## config.mk

```make
export PLATFORM = sky130hd
export DESIGN_NAME = vector_ram_bank_arbiter
export DESIGN_NICKNAME = d
export VERILOG_FILES = /design/src/rtl/vector_ram_bank_arbiter.sv
export SDC_FILE = /design/constraint.sdc
export NUM_CORES = 1
export LEC_CHECK = 0
export ABC_AREA = 1
export CORE_AREA = 2 2 142 144
export CTS_CLUSTER_SIZE = 30
export DETAILED_ROUTE_END_ITERATION = 8
export DIE_AREA = 0 0 144 146
export GPL_ROUTABILITY_DRIVEN = 0
export PLACE_DENSITY = 0.74
export SLEW_MARGIN = 20
export SYNTH_ARGS = -nofsm -noshare
export SYNTH_HDL_FRONTEND = slang
export SYNTH_SLANG_ARGS = --single-unit
export TNS_END_PERCENT = 30
```

## constraint.sdc

```tcl
create_clock -name clk -period 3.75 [get_ports clk]
set_clock_uncertainty 0.15 [all_clocks]
set_input_delay 0.9375 -clock clk [delete_from_list [all_inputs] [get_ports clk]]
set_output_delay 0.9375 -clock clk [all_outputs]
set_load 0.02 [all_outputs]
```

## src/rtl/vector_ram_bank_arbiter.sv

```systemverilog
// Generic single-clock FIFO with show-ahead head output.
// Latency: a pushed entry is visible at the head on the cycle after the push.
// Backpressure: push is ignored when full, pop is ignored when empty.
module fifo #(
    parameter int WIDTH = 8,
    parameter int DEPTH = 4
) (
    input  logic             clk,
    input  logic             rst_n,
    input  logic             push,
    input  logic [WIDTH-1:0] push_dat,
    input  logic             pop,
    output logic [WIDTH-1:0] head_dat,
    output logic             empty,
    output logic             full
);
    localparam int AW = (DEPTH > 1) ? $clog2(DEPTH) : 1;
    localparam int CW = $clog2(DEPTH + 1);

    logic [WIDTH-1:0] mem [DEPTH];
    logic [AW-1:0]    wr_ptr;
    logic [AW-1:0]    rd_ptr;
    logic [CW-1:0]    count;
    logic             do_push;
    logic             do_pop;

    assign do_push  = push && !full;
    assign do_pop   = pop && !empty;
    assign empty    = (count == '0);
    assign full     = (count == CW'(DEPTH));
    assign head_dat = mem[rd_ptr];

    function automatic logic [AW-1:0] ptr_inc(input logic [AW-1:0] ptr);
        return (ptr == AW'(DEPTH - 1)) ? '0 : ptr + AW'(1);
    endfunction

    // Storage array; contents are don't-care until written, so no reset.
    always_ff @(posedge clk) begin
        if (do_push) begin
            mem[wr_ptr] <= push_dat;
        end
    end

    // Read/write pointers and occupancy.
    always_ff @(posedge clk or negedge rst_n) begin
        if (!rst_n) begin
            wr_ptr <= '0;
            rd_ptr <= '0;
            count  <= '0;
        end else begin
            if (do_push) begin
                wr_ptr <= ptr_inc(wr_ptr);
            end
            if (do_pop) begin
                rd_ptr <= ptr_inc(rd_ptr);
            end
            case ({do_push, do_pop})
                2'b10:   count <= count + CW'(1);
                2'b01:   count <= count - CW'(1);
                default: count <= count;
            endcase
        end
    end
endmodule

// Round-robin arbiter sharing one RAM bank among PORTS requesters, with tagged read responses.
// Latency: grant and bank issue are combinational; read response appears RDELAY+1 cycles after grant.
// Backpressure: reads need a credit (one per response buffer slot); writes always go; flush blocks grants.
module vector_ram_bank_arbiter #(
    parameter int PORTS      = 4,
    parameter int DATA_WIDTH = 32,
    parameter int ADDR_WIDTH = 10,
    parameter int RDELAY     = 1,
    parameter int RSP_DEPTH  = 4
) (
    input  logic                          clk,
    input  logic                          rst_n,
    input  logic [PORTS-1:0]              req_valid,
    output logic [PORTS-1:0]              req_ready,
    input  logic [PORTS-1:0]              req_write,
    input  logic [PORTS*ADDR_WIDTH-1:0]   req_addr,
    input  logic [PORTS*DATA_WIDTH-1:0]   req_wdata,
    output logic                          bank_arvalid,
    output logic [ADDR_WIDTH-1:0]         bank_raddr,
    output logic                          bank_wvalid,
    output logic [ADDR_WIDTH-1:0]         bank_waddr,
    output logic [DATA_WIDTH-1:0]         bank_wdata,
    input  logic                          bank_rvalid,
    input  logic [DATA_WIDTH-1:0]         bank_rdata,
    output logic                          rsp_valid,
    output logic [$clog2(PORTS)-1:0]      rsp_port,
    output logic [DATA_WIDTH-1:0]         rsp_data,
    input  logic                          rsp_ready,
    input  logic                          flush,
    output logic                          flush_done
);
    localparam int PW = $clog2(PORTS);
    localparam int CW = $clog2(RSP_DEPTH + 1);

    typedef enum logic {
        RUN   = 1'b0,
        DRAIN = 1'b1
    } state_t;

    state_t                  state;
    state_t                  state_nxt;
    logic [PW-1:0]           rr_ptr;
    logic [CW-1:0]           credits;
    logic [PORTS-1:0]        eligible;
    logic                    gnt_vld;
    logic [PW-1:0]           gnt_idx;
    logic                    gnt_write;
    logic                    rd_issue;
    logic                    wr_issue;
    logic [RDELAY-1:0]       tag_vld;
    logic [RDELAY-1:0][PW-1:0] tag_port;
    logic                    rsp_push;
    logic                    rsp_pop;
    logic                    fifo_empty;
    logic                    fifo_full;
    logic [PW+DATA_WIDTH-1:0] fifo_head;

    // Round-robin search from rr_ptr; a read needs a free credit, a write never waits.
    always_comb begin
        gnt_vld = 1'b0;
        gnt_idx = rr_ptr;
        for (int i = 0; i < PORTS; i++) begin
            eligible[i] = req_valid[i] && (req_write[i] || (credits != '0));
        end
        if (rst_n && (state == RUN)) begin
            for (int k = 0; k < PORTS; k++) begin
                if (!gnt_vld && eligible[rr_ptr + PW'(k)]) begin
                    gnt_vld = 1'b1;
                    gnt_idx = rr_ptr + PW'(k);
                end
            end
        end
    end

    assign req_ready    = gnt_vld ? (PORTS'(1) << gnt_idx) : '0;
    assign gnt_write    = req_write[gnt_idx];
    assign rd_issue     = gnt_vld && !gnt_write;
    assign wr_issue     = gnt_vld && gnt_write;
    assign bank_arvalid = rd_issue;
    assign bank_wvalid  = wr_issue;
    assign bank_raddr   = req_addr[gnt_idx*ADDR_WIDTH +: ADDR_WIDTH];
    assign bank_waddr   = req_addr[gnt_idx*ADDR_WIDTH +: ADDR_WIDTH];
    assign bank_wdata   = req_wdata[gnt_idx*DATA_WIDTH +: DATA_WIDTH];

    // Pointer moves past the winner; idle cycles leave it in place.
    always_ff @(posedge clk or negedge rst_n) begin
        if (!rst_n) begin
            rr_ptr <= '0;
        end else if (gnt_vld) begin
            rr_ptr <= gnt_idx + PW'(1);
        end
    end

    // Tag valid bits track reads in the bank; cleared on reset so stale returns are dropped.
    always_ff @(posedge clk or negedge rst_n) begin
        if (!rst_n) begin
            tag_vld <= '0;
        end else begin
            tag_vld[0] <= rd_issue;
            for (int s = 1; s < RDELAY; s++) begin
                tag_vld[s] <= tag_vld[s-1];
            end
        end
    end

    // Port ids travel alongside the valid bits; qualified by tag_vld, so no reset.
    always_ff @(posedge clk) begin
        tag_port[0] <= gnt_idx;
        for (int s = 1; s < RDELAY; s++) begin
            tag_port[s] <= tag_port[s-1];
        end
    end

    assign rsp_push = bank_rvalid && tag_vld[RDELAY-1];
    assign rsp_pop  = rsp_valid && rsp_ready;

    fifo #(
        .WIDTH (PW + DATA_WIDTH),
        .DEPTH (RSP_DEPTH)
    ) u_rsp_fifo (
        .clk      (clk),
        .rst_n    (rst_n),
        .push     (rsp_push),
        .push_dat ({tag_port[RDELAY-1], bank_rdata}),
        .pop      (rsp_pop),
        .head_dat (fifo_head),
        .empty    (fifo_empty),
        .full     (fifo_full)
    );

    assign rsp_valid = !fifo_empty;
    assign rsp_port  = fifo_head[PW+DATA_WIDTH-1:DATA_WIDTH];
    assign rsp_data  = fifo_head[DATA_WIDTH-1:0];

    // Credits = free response slots not yet claimed by an issued read.
    always_ff @(posedge clk or negedge rst_n) begin
        if (!rst_n) begin
            credits <= CW'(RSP_DEPTH);
        end else begin
            case ({rd_issue, rsp_pop})
                2'b10:   credits <= credits - CW'(1);
                2'b01:   credits <= credits + CW'(1);
                default: credits <= credits;
            endcase
        end
    end

    // State register for the run/drain controller.
    always_ff @(posedge clk or negedge rst_n) begin
        if (!rst_n) begin
            state <= RUN;
        end else begin
            state <= state_nxt;
        end
    end

    // Drain ends once every credit is back, i.e. nothing in the bank or the buffer.
    always_comb begin
        state_nxt  = state;
        flush_done = 1'b0;
        case (state)
            RUN: begin
                if (flush) begin
                    state_nxt = DRAIN;
                end
            end
            DRAIN: begin
                if (credits == CW'(RSP_DEPTH)) begin
                    state_nxt  = RUN;
                    flush_done = 1'b1;
                end
            end
            default: state_nxt = RUN;
        endcase
    end

    // Every tagged return has a reserved slot, so the buffer can never overflow.
    assert property (@(posedge clk) disable iff (!rst_n) !(rsp_push && fifo_full));
    assert property (@(posedge clk) disable iff (!rst_n) credits <= CW'(RSP_DEPTH));
endmodule

```

=== Word-level counts from Yosys, hierarchy flattened ===
Memories as Yosys holds them, arrays and structs flattened.
Cells that the tools add are included.
Widths: inputs -> output; s select.

* Register bits after elaboration: 16
* Bits in writable memories: 136
* Output and inout port bits: 94
* Word-level logic and storage cells: 99
* Memories kept: 1

* Add/subtract/negate cells: 10
* Multipliers: 1
* $lt $le $gt $ge: 5
* Eq/ne operators: 8
* Shift operators: 3
* Multiplexer cells: 34
* Bitwise operators: 1
* Reductions and logical operators: 28

{| class="wikitable"
|+ Memory list
! name !! depth !! width !! read ports !! clocked after memory_dff !! write ports !! RTL line !! text
|-
| u_rsp_fifo.mem || 4 || 34 || 1 || 0 || 1 || 20 || <nowiki>logic [WIDTH-1:0] mem [DEPTH];</nowiki>
|}

{| class="wikitable"
|+ Operator list
! kind !! count
|-
| $shiftx 128x8->32 || 1
|-
| $shiftx 40x7->10 || 1
|-
| $mux 1 || 19
|-
| $lt 2x3->1 const B || 5
|-
| $logic_and 1x1->1 || 14
|-
| $mux 2 || 6
|-
| $pmux 3 s2 || 2
|-
| $bmux 1 s2 || 5
|-
| $add 2x1->2 const B || 4
|-
| $eq 2x2->1 const B || 4
|-
| $add 3x1->3 const B || 2
|-
| $eq 3x3->1 const B || 2
|-
| $logic_not 1->1 || 6
|-
| $sub 3x1->3 const B || 2
|-
| $mul 2x3->5 const B || 1
|-
| $add 2x2->2 const B || 2
|-
| $eq 2x1->1 const B || 2
|-
| $logic_or 1x1->1 || 4
|-
| $mux 4 || 1
|-
| $reduce_bool 2->1 || 2
|-
| $shl 1x2->4 const A || 1
|-
| $logic_not 3->1 || 1
|-
| $reduce_bool 3->1 || 1
|-
| $pmux 1 s2 || 1
|-
| $not 1->1 || 1
|}

=== Logic depth before layout (Yosys ltp) ===
Gate-level depths: netlist of the first run.

* Depth after elaboration: 25
* Depth in mapped cells: 23
* Mapped depth without buffers: 23

=== Cells and area by module ===
From an unflattened synthesis of the first run, not the netlist that was laid out.

* Cells, all modules: 913
* Area, all modules: 8215.4 um^2

{| class="wikitable"
|+ By module, submodules not included
! module !! instances !! cells each !! area each (um^2)
|-
| fifo || 1 || 457 || 5818.1
|-
| vector_ram_bank_arbiter || 1 || 456 || 2397.3
|}

=== Worst setup path after synthesis of the first run ===
No wires, ideal clock.

* Path kind: in2out
* Start point: in req_write[3]
* End point: out bank_waddr[1]
* Arrival: 2.762 ns
* Required time: 2.663 ns
* Setup slack: -0.100 ns
* Cell stages on the path: 16
* Path buffers: 3
* Cells stage by stage: inv_1 > nand3_1 > nand3_1 > nand3_1 > nand2_2 > nand4_4 > nand2_2 > nand2_1 > nand2_2 > nand2_4 > inv_4 > buf_6 > buf_6 > nor2_1 > o21ai_1 > buf_4

* Word-level cells in the longest chain between the ends: 20

{| class="wikitable"
|+ RTL lines
! item !! RTL line !! text
|-
| start, declared || 80 || <nowiki>input logic [PORTS-1:0] req_write,</nowiki>
|-
| $logic_or 1x1->1 (*) || 128 || <nowiki>eligible[i] = req_valid[i] && (req_write[i] || (credits != '0));</nowiki>
|-
| $logic_and 1x1->1 (*) || 128 ||
|-
| $bmux 1 s2 || 132 || <nowiki>if (!gnt_vld && eligible[rr_ptr + PW'(k)]) begin</nowiki>
|-
| $mux 1 (implied by the code) || 132 ||
|-
| $mux 1 || 132 ||
|-
| $mux 1 || 130 || <nowiki>if (rst_n && (state == RUN)) begin</nowiki>
|-
| $logic_not 1->1 || 132 ||
|-
| $logic_and 1x1->1 || 132 ||
|-
| (+5 left out) || - ||
|-
| $mux 1 || 130 ||
|-
| $logic_not 1->1 || 132 ||
|-
| $logic_and 1x1->1 || 132 ||
|-
| $mux 2 (*) || 132 ||
|-
| $mux 2 (*) || 130 ||
|-
| via gnt_idx[0] || 111 || <nowiki>logic [PW-1:0] gnt_idx;</nowiki>
|-
| $mul 2x3->5 (*) || - ||
|-
| $shiftx 40x7->10 (*) || - ||
|-
| end, declared || 86 || <nowiki>output logic [ADDR_WIDTH-1:0] bank_waddr,</nowiki>
|}

The timed path passes the listed nets; every way through them passes the cells marked *. The select of a mux whose other input is x is not followed.

=== Worst setup path after layout of the first run ===
* Start point: reg credits[1]
* End point: out bank_wdata[31]

* Word-level cells in the longest chain between the ends: 20

{| class="wikitable"
|+ RTL lines
! item !! RTL line !! text
|-
| start, declared || 108 || <nowiki>logic [CW-1:0] credits;</nowiki>
|-
| start signal, assigned || 203 || <nowiki>credits <= CW'(RSP_DEPTH);</nowiki>
|-
| start signal, assigned || 206 || <nowiki>2'b10: credits <= credits - CW'(1);</nowiki>
|-
| start signal, assigned || 207 || <nowiki>2'b01: credits <= credits + CW'(1);</nowiki>
|-
| $reduce_bool 3->1 (*) || 128 ||
|-
| $logic_or 1x1->1 || 128 ||
|-
| $logic_and 1x1->1 || 128 ||
|-
| $bmux 1 s2 || 132 ||
|-
| $mux 1 (implied by the code) || 132 ||
|-
| $mux 1 || 132 ||
|-
| $mux 1 || 130 ||
|-
| $logic_not 1->1 || 132 ||
|-
| (+4 left out) || - ||
|-
| $logic_and 1x1->1 || 132 ||
|-
| $mux 1 || 132 ||
|-
| $mux 1 || 130 ||
|-
| $logic_not 1->1 || 132 ||
|-
| $logic_and 1x1->1 || 132 ||
|-
| $mux 2 (*) || 132 ||
|-
| $mux 2 (*) || 130 ||
|-
| $shiftx 128x8->32 (*) || 148 || <nowiki>assign bank_wdata = req_wdata[gnt_idx*DATA_WIDTH +: DATA_WIDTH];</nowiki>
|-
| end, declared || 87 || <nowiki>output logic [DATA_WIDTH-1:0] bank_wdata,</nowiki>
|}

Mark *: on every way between the ends. The rest lies on a longest branch, timed or not. The select of a mux whose other input is x is not followed.

==> results of run 1 <==
flip-flops by register name (all words and copies together), names as in the netlist:
| register | count |
|---|---|
| tag_port | 2 |
| credits | 3 |
| u_rsp_fifo.wr_ptr | 2 |
| u_rsp_fifo.rd_ptr | 2 |
| u_rsp_fifo.mem | 136 |
| rr_ptr | 2 |
| tag_vld | 1 |
| state | 1 |
| u_rsp_fifo.count | 3 |
through the flow:
step / power (W) / utilization, % / setup slack, ns / setup TNS (ns)
6_report: 0.0113 / 66.7 / -0.216 / -6.88
5_1_grt: 0.0119 / 66.6 / -0.367 / -15.65
4_1_cts: 0.0109 / 64.8 / -0.0795 / -1.99
3_5_place_dp: 0.00835 / 58.8 / -0.965 / -49.61
3_3_place_gp: 0.00831 / 58.8 / -0.952 / -48.65
2_1_floorplan: 0.00560 / - / -0.0998 / -0.471
power groups by stage:
stage	Clock, W	Combinational (W)	Sequential (W)
final	0.00169	0.00757	0.00207
after global routing	0.00177	0.00808	0.00208
after CTS	0.00171	0.00707	0.00207
after detailed placement	0	0.00626	0.00210
after global placement	0	0.00622	0.00209
after floorplan	0	0.00351	0.00209
cells in the mapped netlist, drive strengths merged:
| master | instances |
|---|---|
| o22ai | 34 |
| a21oi | 3 |
| nand3 | 28 |
| nand4 | 1 |
| fa | 2 |
| edfxtp | 136 |
| clkbuf | 22 |
| nor3 | 1 |
| mux2 | 1 |
| o21ai | 160 |
| xor2 | 3 |
| ha | 11 |
| inv | 34 |
| nand2 | 210 |
| dfxtp | 2 |
| dfstp | 1 |
| nor4 | 1 |
| dfrtp | 13 |
| buf | 36 |
| nor2 | 129 |
| and2 | 1 |
| xnor2 | 2 |
layout make-up:
class / count / area, um2 / share of cell area, %
flip-flops and latches: 152 / 4480 / 34.7
repair buffers: 383 / 4050 / 31.4
multi-input cells: 587 / 3270 / 25.4
clock buffers: 18 / 429 / 3.33
well taps: 265 / 332 / 2.57
clock inverters: 14 / 160 / 1.24
inverters: 34 / 150 / 1.16
diodes: 6 / 15.0 / 0.116
repair inverters: 1 / 11.3 / 0.0874
repair_timing:
action / 4_1_cts / 5_1_grt
gates resized for setup: 386 / 72
pin swaps: 36 / 28
setup endpoints to repair: 59 / 58
gates cloned: 8 / 3
buffers inserted: 16 / 3
cells by family (layout without fill, tap and decap cells):
kind of cell               count (synthesis)  count (layout)
DFF                                      152             152
AOI/OAI and AO/OA                        197             197
xor gates and xnor gates                   5               5
other                                      0               6
buffers and inverters                     92             450
muxes                                      1               1
adders and majority gates                 13              13
and+or+nand+nor                          371             371
worst max-delay path by stage:
stage / slack [ns] / cells past startpoint / to
after global placement: -0.95 / 17 / bank_raddr[4]
after detailed placement: -0.97 / 19 / bank_wdata[14]
after CTS: -0.08 / 19 / bank_wdata[28]
after global routing: -0.37 / 21 / bank_wdata[31]
after floorplan: -0.1 / 16 / bank_waddr[6]
final: -0.22 / 21 / bank_wdata[31]
routing by layer:
layer  track usage [%]  vias up  part of all wire (%)
met5                 0        -                     0
met2              43.9      310                    52
met3              8.03       51                   8.4
li1                  -     3533                     -
met4              8.97        0                   2.9
met1              28.3     3517                    37
==> impl_metrics.py, run 1 <==
metrics = {
    "outcome": {
        "outcome": "finished with violations",
        "violations": "setup timing",
    },
    "clock_network": {
        "clk_latency_ns": 0.41,
        "clkTransAtPathRegs_ns": 0.06,
        "ctsLongestPathBuffers": 2,
        "cts_buffers": 17,
        "ctsHoldBuffers": 0,
        "clock_sinks": 152,
        "cts-root-buf": "clkbuf_16",
        "cts-htree-levels": 4,
        "cts_tree": "built",
    },
    "critical_path": {
        "start_kind": "flop",
        "startpoint": "credits[1]",
        "cp_top_family": "simple AND/OR/NAND/NOR gates",
        "path_class": "flop to primary output",
        "cp.required_ns": 2.66,
        "arrival_ns": 2.88,
        "cp_cell_sequence": "nor2_4 -> buf_12 -> nand3_4 -> nand3_4 -> nand2_4 -> nand2_1 -> nand2_2 -> nand3_2 -> nand2_1 -> nand2_1 -> nand2_1 -> nand2_2 -> nand2_2 -> nand2_4 -> inv_4 -> buf_12 -> buf_8 -> buf_4 -> nand2_1 -> o21ai_1 -> buf_4",
        "critPathSlowestCell": "dfrtp_1",
        "cp_common_cell": "nand2_1",
        "rr_worst_depth": 23,
        "max_stage_delay_ns": 0.41,
        "cp_num_buf_inv": 6,
        "cp_max_fo": 7,
        "r2r_slack_ns": 0.30,
        "worstSetupEndpointType": "primary output",
        "regToRegStartpoint": "credits[1]",
        "r2r_end": "credits[1]",
    },
    "logic_synthesis": {
        "yosysTopAreaCell": "edfxtp_1",
        "syn-num-nets": 1057,
        "synth_mux_area_share_pct": 0.146,
        "yosys_warnings": 0,
        "synth_xor_xnor_area_share_pct": 0.664,
        "synth_compound_area_share_pct": 13.7,
        "yosys.area_share.simple_pct": 19.1,
        "avgSynthCellArea_um2": 9.30,
        "seq_area_frac_synth_pct": 57.9,
        "synth.area.top_cells": "edfxtp_1 53%, nand2_1 9.9%, o21ai_0 6.9%",
        "synth_area_um2": 7730,
        "synthCells": 831,
        "ys_ff_latch": 152,
        "synth_fa_ha_area_share_pct": 2.30,
        "synth_top_family_by_area": "simple AND/OR/NAND/NOR gates",
        "ys_types": 35,
        "yosysTopAreaCellShare_pct": 52.8,
    },
    "power": {
        "pwr-share-clk_pct": 14.9,
        "irDropWorstVdd_mv": 0.544,
        "p_int_w": 0.00635,
        "p_sw_w": 0.00498,
        "swShare_pct": 44.0,
        "p_leak_nw": 5.04,
        "p_comb_share_pct": 66.8,
        "p_seq_share_pct": 18.3,
        "p_per_area_nw_per_um2": 879,
    },
    "finish": {
        "final_common_cell": "clkdlybuf4s50_1",
        "n_fill_cell": 1492,
        "area_delta_synth_final_pct": 66.8,
        "design_area_um2": 12900,
        "final_cell_mix": "240 x clkdlybuf4s50_1, 176 x nand2_1, 136 x edfxtp_1, 121 x nor2_1, 87 x o21ai_0",
        "fin_cells": 1460,
        "drive_above_1_share_pct": 24.3,
        "nets": 1402,
    },
    "timing": {
        "fmax_mhz": 252,
        "final.period_utilization_pct": 106,
        "hold_violations": 0,
        "finalSetupViolations": 58,
        "rsz0062_at_grt": "true",
        "slew_violations": 0,
        "finalWorstSetupSlack_ns": -0.216,
        "fin_crit_ns": 3.97,
        "whs_ns": 0.337,
        "worst_slew_pin_slew_ns": 0.692,
        "slew_headroom_pct": 53.9,
    },
    "placed_design": {
        "dpl_cell_area_um2": 11400,
        "hpwlAfterDp_um": 17800,
        "dp.cells": 1394,
        "io_buffers": 306,
    },
    "drt": {
        "finalWirelength_um": 27300,
        "ant_nets": 0,
        "dr.pass1.iters": 5,
        "num_vias": 7411,
        "vias_per_cell": 5.08,
        "drt_iter0_drc": 358,
        "wl_per_cell_um": 18.7,
        "drc": 0,
    },
    "hold_path": {
        "holdPathStages": 0,
        "hold_path.startpoint": "tag_port[1]",
        "min_path_type": "flop to flop",
        "min_to": "u_rsp_fifo.mem[0][33]",
    },
    "floorplanning": {
        "die_w_um": 144,
        "fp.dieH_um": 146,
        "pin_count": 307,
        "core.rowCount": 51,
        "core-area_um2": 19300,
        "die_area_um2": 21000,
        "start_util_pct": 40.0,
    },
    "global_routing": {
        "overflow": 0,
        "grt_max_degree": 71,
        "grt_pass1_vias": 7586,
        "antenna_found_initial": 6,
        "grt_pass1_wl_um": 40500,
        "grt_use_total_pct": 25.0,
    },
    "flow_run": {
        "drv_cap": 0,
    },
}
No activity file was read; power rests on OpenSTA's default activity.
==> run 2: changes to the inputs <==
Settings changed: CORE_AREA 2 2 142 144 to 2 2 136 138, CTS_CLUSTER_DIAMETER from default to 120, DIE_AREA 0 0 144 146 to 0 0 138 140, GPL_ROUTABILITY_DRIVEN 0 to default, PLACE_DENSITY 0.74 to 0.8.
==> run 2 against run 1 <==
  * The run still ends with setup timing left
  * Maximum frequency is 1.7% lower
  * Sequential power hardly changed
  * Register-to-register slack worse by 0.15 ns
  * Via count is 2.9% higher
  * Critical endpoint is now bank_wvalid
  * Largest power group unchanged
==> impl_metrics.py, run 2 (synthesized netlist as in run 1, its figures left out) <==
metrics = {
    "timing": {
        "slew_headroom_pct": 69.9,
        "fin_crit_ns": 4.04,
        "fmax_mhz": 248,
        "final.period_utilization_pct": 108,
        "whs_ns": 0.340,
        "setup_tns_ns": -10.18,
        "slew_violations": 0,
        "finalSetupViolations": 58,
        "finalWorstSetupSlack_ns": -0.286,
        "worst_slew_pin_slew_ns": 0.448,
        "rsz0062_at_grt": "true",
        "hold_violations": 0,
    },
    "clock_network": {
        "ctsHoldBuffers": 0,
        "clk_latency_ns": 0.41,
        "cts-htree-levels": 4,
        "cts_tree": "built",
        "clkTransAtPathRegs_ns": 0.06,
        "cts-root-buf": "clkbuf_16",
        "cts_buffers": 17,
        "ctsLongestPathBuffers": 2,
        "clock_sinks": 152,
    },
    "drt": {
        "finalWirelength_um": 27400,
        "dr.pass1.iters": 4,
        "drt_iter0_drc": 458,
        "drc": 0,
        "num_vias": 7628,
        "wl_per_cell_um": 19.1,
        "vias_per_cell": 5.31,
        "ant_nets": 0,
    },
    "global_routing": {
        "overflow": 0,
        "grt_pass1_wl_um": 39400,
        "antenna_found_initial": 1,
        "grt_use_total_pct": 26.2,
        "grt_max_degree": 71,
        "grt_pass1_vias": 7611,
    },
    "finish": {
        "nets": 1420,
        "n_fill_cell": 1170,
        "reg_top3": "u_rsp_fifo.mem (136), credits (3), u_rsp_fifo.count (3)",
        "final_common_cell": "clkdlybuf4s50_1",
        "final_cell_mix": "240 x clkdlybuf4s50_1, 161 x nand2_1, 136 x edfxtp_1, 120 x nor2_1, 83 x o21ai_0",
        "area_delta_synth_final_pct": 71.3,
        "regMostFlops": "u_rsp_fifo.mem",
        "drive_above_1_share_pct": 28.5,
        "largest_reg_flops": 136,
    },
    "floorplanning": {
        "die_area_um2": 19300,
        "core.rowCount": 49,
        "core-area_um2": 17800,
        "pin_count": 307,
        "start_util_pct": 43.5,
        "die_w_um": 138,
        "fp.dieH_um": 140,
    },
    "critical_path": {
        "critPathSlowestCell": "dfrtp_1",
        "arrival_ns": 2.95,
        "cp_common_cell": "nand2_2",
        "cp.required_ns": 2.66,
        "start_kind": "flop",
        "max_stage_delay_ns": 0.52,
        "worstSetupEndpointType": "primary output",
        "path_class": "flop to primary output",
        "cp_max_fo": 7,
        "cp_cell_sequence": "buf_4 -> nand3_4 -> nand2_2 -> nand2_2 -> nand2_4 -> nand3_4 -> nand2_2 -> nand2_1 -> nand2_1 -> nand2_1 -> nand2_2 -> nand2_8 -> buf_4 -> inv_6 -> buf_4 -> nand2_2 -> a21oi_4 -> buf_6",
    },
    "power": {
        "p_leak_nw": 5.17,
        "p_per_area_nw_per_um2": 897,
        "finalPower_w": 0.0119,
        "irDropWorstVdd_mv": 0.686,
    },
    "placed_design": {
        "gp_congestion": 0.933,
        "post-place-ws_ns": -1.05,
        "io_buffers": 306,
        "hpwlAfterDp_um": 16900,
    },
    "outcome": {
        "outcome": "finished with violations",
        "violations": "setup timing",
    },
    "hold_path": {
        "min_path_type": "flop to flop",
    },
    "flow_run": {
        "drv_cap": 0,
    },
}
## run 2: cell types whose count changed in the layout (fill, tap and decap cells not counted), sizes merged
cell,change
bufbuf,-1
clkinvlp,+1
inv,-3
clkbuf,+3
clkdlybuf4s15,-2
clkinv,+3
buf,+17
diode,-5
## run 2: metrics by stage
| stage | cells | util (%) | instance area, um2 |
|---|---|---|---|
| 5_1_grt | 1437 | 74.5 | 13200 |
| 2_1_floorplan | 831 | - | 7730 |
| 3_5_place_dp | 1360 | 63.6 | 11300 |
| 3_3_place_gp | 1360 | 63.6 | 11300 |
| 4_1_cts | 1425 | 71.3 | 12700 |
| 6_report | 1437 | 74.5 | 13200 |
## run 2: routing by layer
layer  wire length (um)  global-route usage, %  vias to the layer above
li1                   -                      -                     3577
met1               9820                   28.8                     3621
met2              14200                   47.1                      341
met3               2090                   7.62                       89
met4               1290                   11.9                        0
met5                  0                      0                        -
## run 2: final cells by class
class	instances	area (um2)	share of cell area (%)
flip-flops and latches	152	4480	33.8
repair buffers	401	4270	32.2
diodes	1	2.50	0.0189
repair inverters	1	8.76	0.0662
clock inverters	15	168	1.27
multi-input cells	587	3440	26.0
well taps	229	287	2.16
clock buffers	17	425	3.21
inverters	34	158	1.19
## run 2: critical path, delay by kind of cell, from the launching register on
family | cells | cell delay (ns)
flops | 1 | 0.52
simple gates | 12 | 1.07
compound gates | 1 | 0.18
buf+inv | 5 | 0.75
## run 2: repair_timing
| action | in CTS | in global routing |
|---|---|---|
| pin swaps | 28 | 54 |
| setup buffers | 21 | 11 |
| resized for setup | 400 | 133 |
| gates cloned | 12 | 3 |
| endpoints found under the setup margin | 60 | 59 |
## run 2: where the power goes
part	switching [W]	total [W]	internal [W]
Clock	0.000673	0.00167	0.000995
Sequential	0.000112	0.00210	0.00199
Combinational	0.00441	0.00811	0.00369
Total	0.00520	0.0119	0.00668
## run 2: worst paths after layout
path	to	cells after the start	from	slack (ns)
worst min-delay path	u_rsp_fifo.mem[0][32]	0	tag_port[0]	0.34
min in group asynchronous	tag_vld	2	rst_n	0.73
worst max register to register	credits[1]	21	rr_ptr[0]	0.15
worst min register to register	u_rsp_fifo.mem[0][32]	0	tag_port[0]	0.34
max in group asynchronous	credits[2]	2	rst_n	2.48
worst max-delay path	bank_wvalid	18	rr_ptr[0]	-0.29
==> variant, RTL diff (config.mk and constraints of run 1) <==
`RSP_DEPTH`: 4 -> 16.
--- a/src/rtl/vector_ram_bank_arbiter.sv
+++ b/src/rtl/vector_ram_bank_arbiter.sv
@@ -73,3 +73,3 @@
     parameter int RDELAY     = 1,
-    parameter int RSP_DEPTH  = 4
+    parameter int RSP_DEPTH  = 16
 ) (
Behaviour: same outputs for any inputs over 4 cycles, from zero or initial values and one cycle with rst_n low; that may be too few to reach the edited logic, so the function may still have changed.
==> variant against run 1 <==
  * The flow now stops in global placement without I/O
  * Synthesized area increased to 3.1 times the old value
==> variant: results (changes against run 1) <==
{| class="wikitable"
! Metric !! Value
|-
| Register area share after synthesis || 0.703 (+0.124)
|-
| Post-Syn Instances || 2049 (+150%)
|-
| Adder-cell share of the synthesized area || 0.0105 (-0.0125)
|-
| Synthesized-area fraction occupied by xor and xnor cells || 0.00286 (-0.00378)
|-
| Synthesis Warnings || 0 (unchanged)
|-
| Main area contributors after synthesis || sky130_fd_sc_hd__edfxtp_1 68%, sky130_fd_sc_hd__nand2_1 7.1%, sky130_fd_sc_hd__o21ai_0 4.6%
|-
| Synth unique cells || 43 (+23%)
|-
| Synthesized-area fraction occupied by ao, oa, aoi and oai cells || 0.115 (-0.0222)
|-
| Total standard cell area after synthesis || 24100 um2 (+210%)
|-
| Stage at which the run stopped || global placement without I/O
|-
| Multiplexer fraction of the synthesized cell area || 0 (-0.00146)
|-
| Seq cells post-synth || 568 (+270%)
|-
| Number of flops mapped to enable cells by yosys || 544 (+300%)
|-
| Share of flip-flops with an asynchronous set or reset after synthesis || 0.0387 (-0.0534)
|-
| Most used standard cells in the synthesized netlist || 544 x sky130_fd_sc_hd__edfxtp_1, 452 x sky130_fd_sc_hd__nand2_1, 220 x sky130_fd_sc_hd__o21ai_0, 205 x sky130_fd_sc_hd__nor2_1, 104 x sky130_fd_sc_hd__clkbuf_1
|-
| Stop err || [ERROR GPL-0301] Utilization 131.855 % exceeds 100%.
|-
| Result of the run || aborted with a tool error
|-
| Number of nets in the synthesized netlist || 2281 (+120%)
|}
==> variant: changes by cell type after synthesis, moves of 8 or more <==
cell,delta
sky130_fd_sc_hd__nand4_1,+30
sky130_fd_sc_hd__o22ai_1,+10
sky130_fd_sc_hd__a21oi_1,+88
sky130_fd_sc_hd__dfrtp_1,+8
sky130_fd_sc_hd__nor2_2,+9
sky130_fd_sc_hd__o21ai_0,+114
sky130_fd_sc_hd__nor2_1,+77
sky130_fd_sc_hd__a221oi_1,+41
sky130_fd_sc_hd__nand2_1,+248
sky130_fd_sc_hd__o221ai_1,+26
sky130_fd_sc_hd__clkbuf_1,+82
sky130_fd_sc_hd__edfxtp_1,+408
sky130_fd_sc_hd__nand3_1,+52
==> variant: logic make-up after synthesis <==
| family | count (synthesis) |
|---|---|
| buffers and inverters | 182 |
| adders and majority gates | 19 |
| DFF | 568 |
| and+or+nand+nor | 791 |
| xor gates and xnor gates | 7 |
| AOI/OAI and AO/OA | 482 |
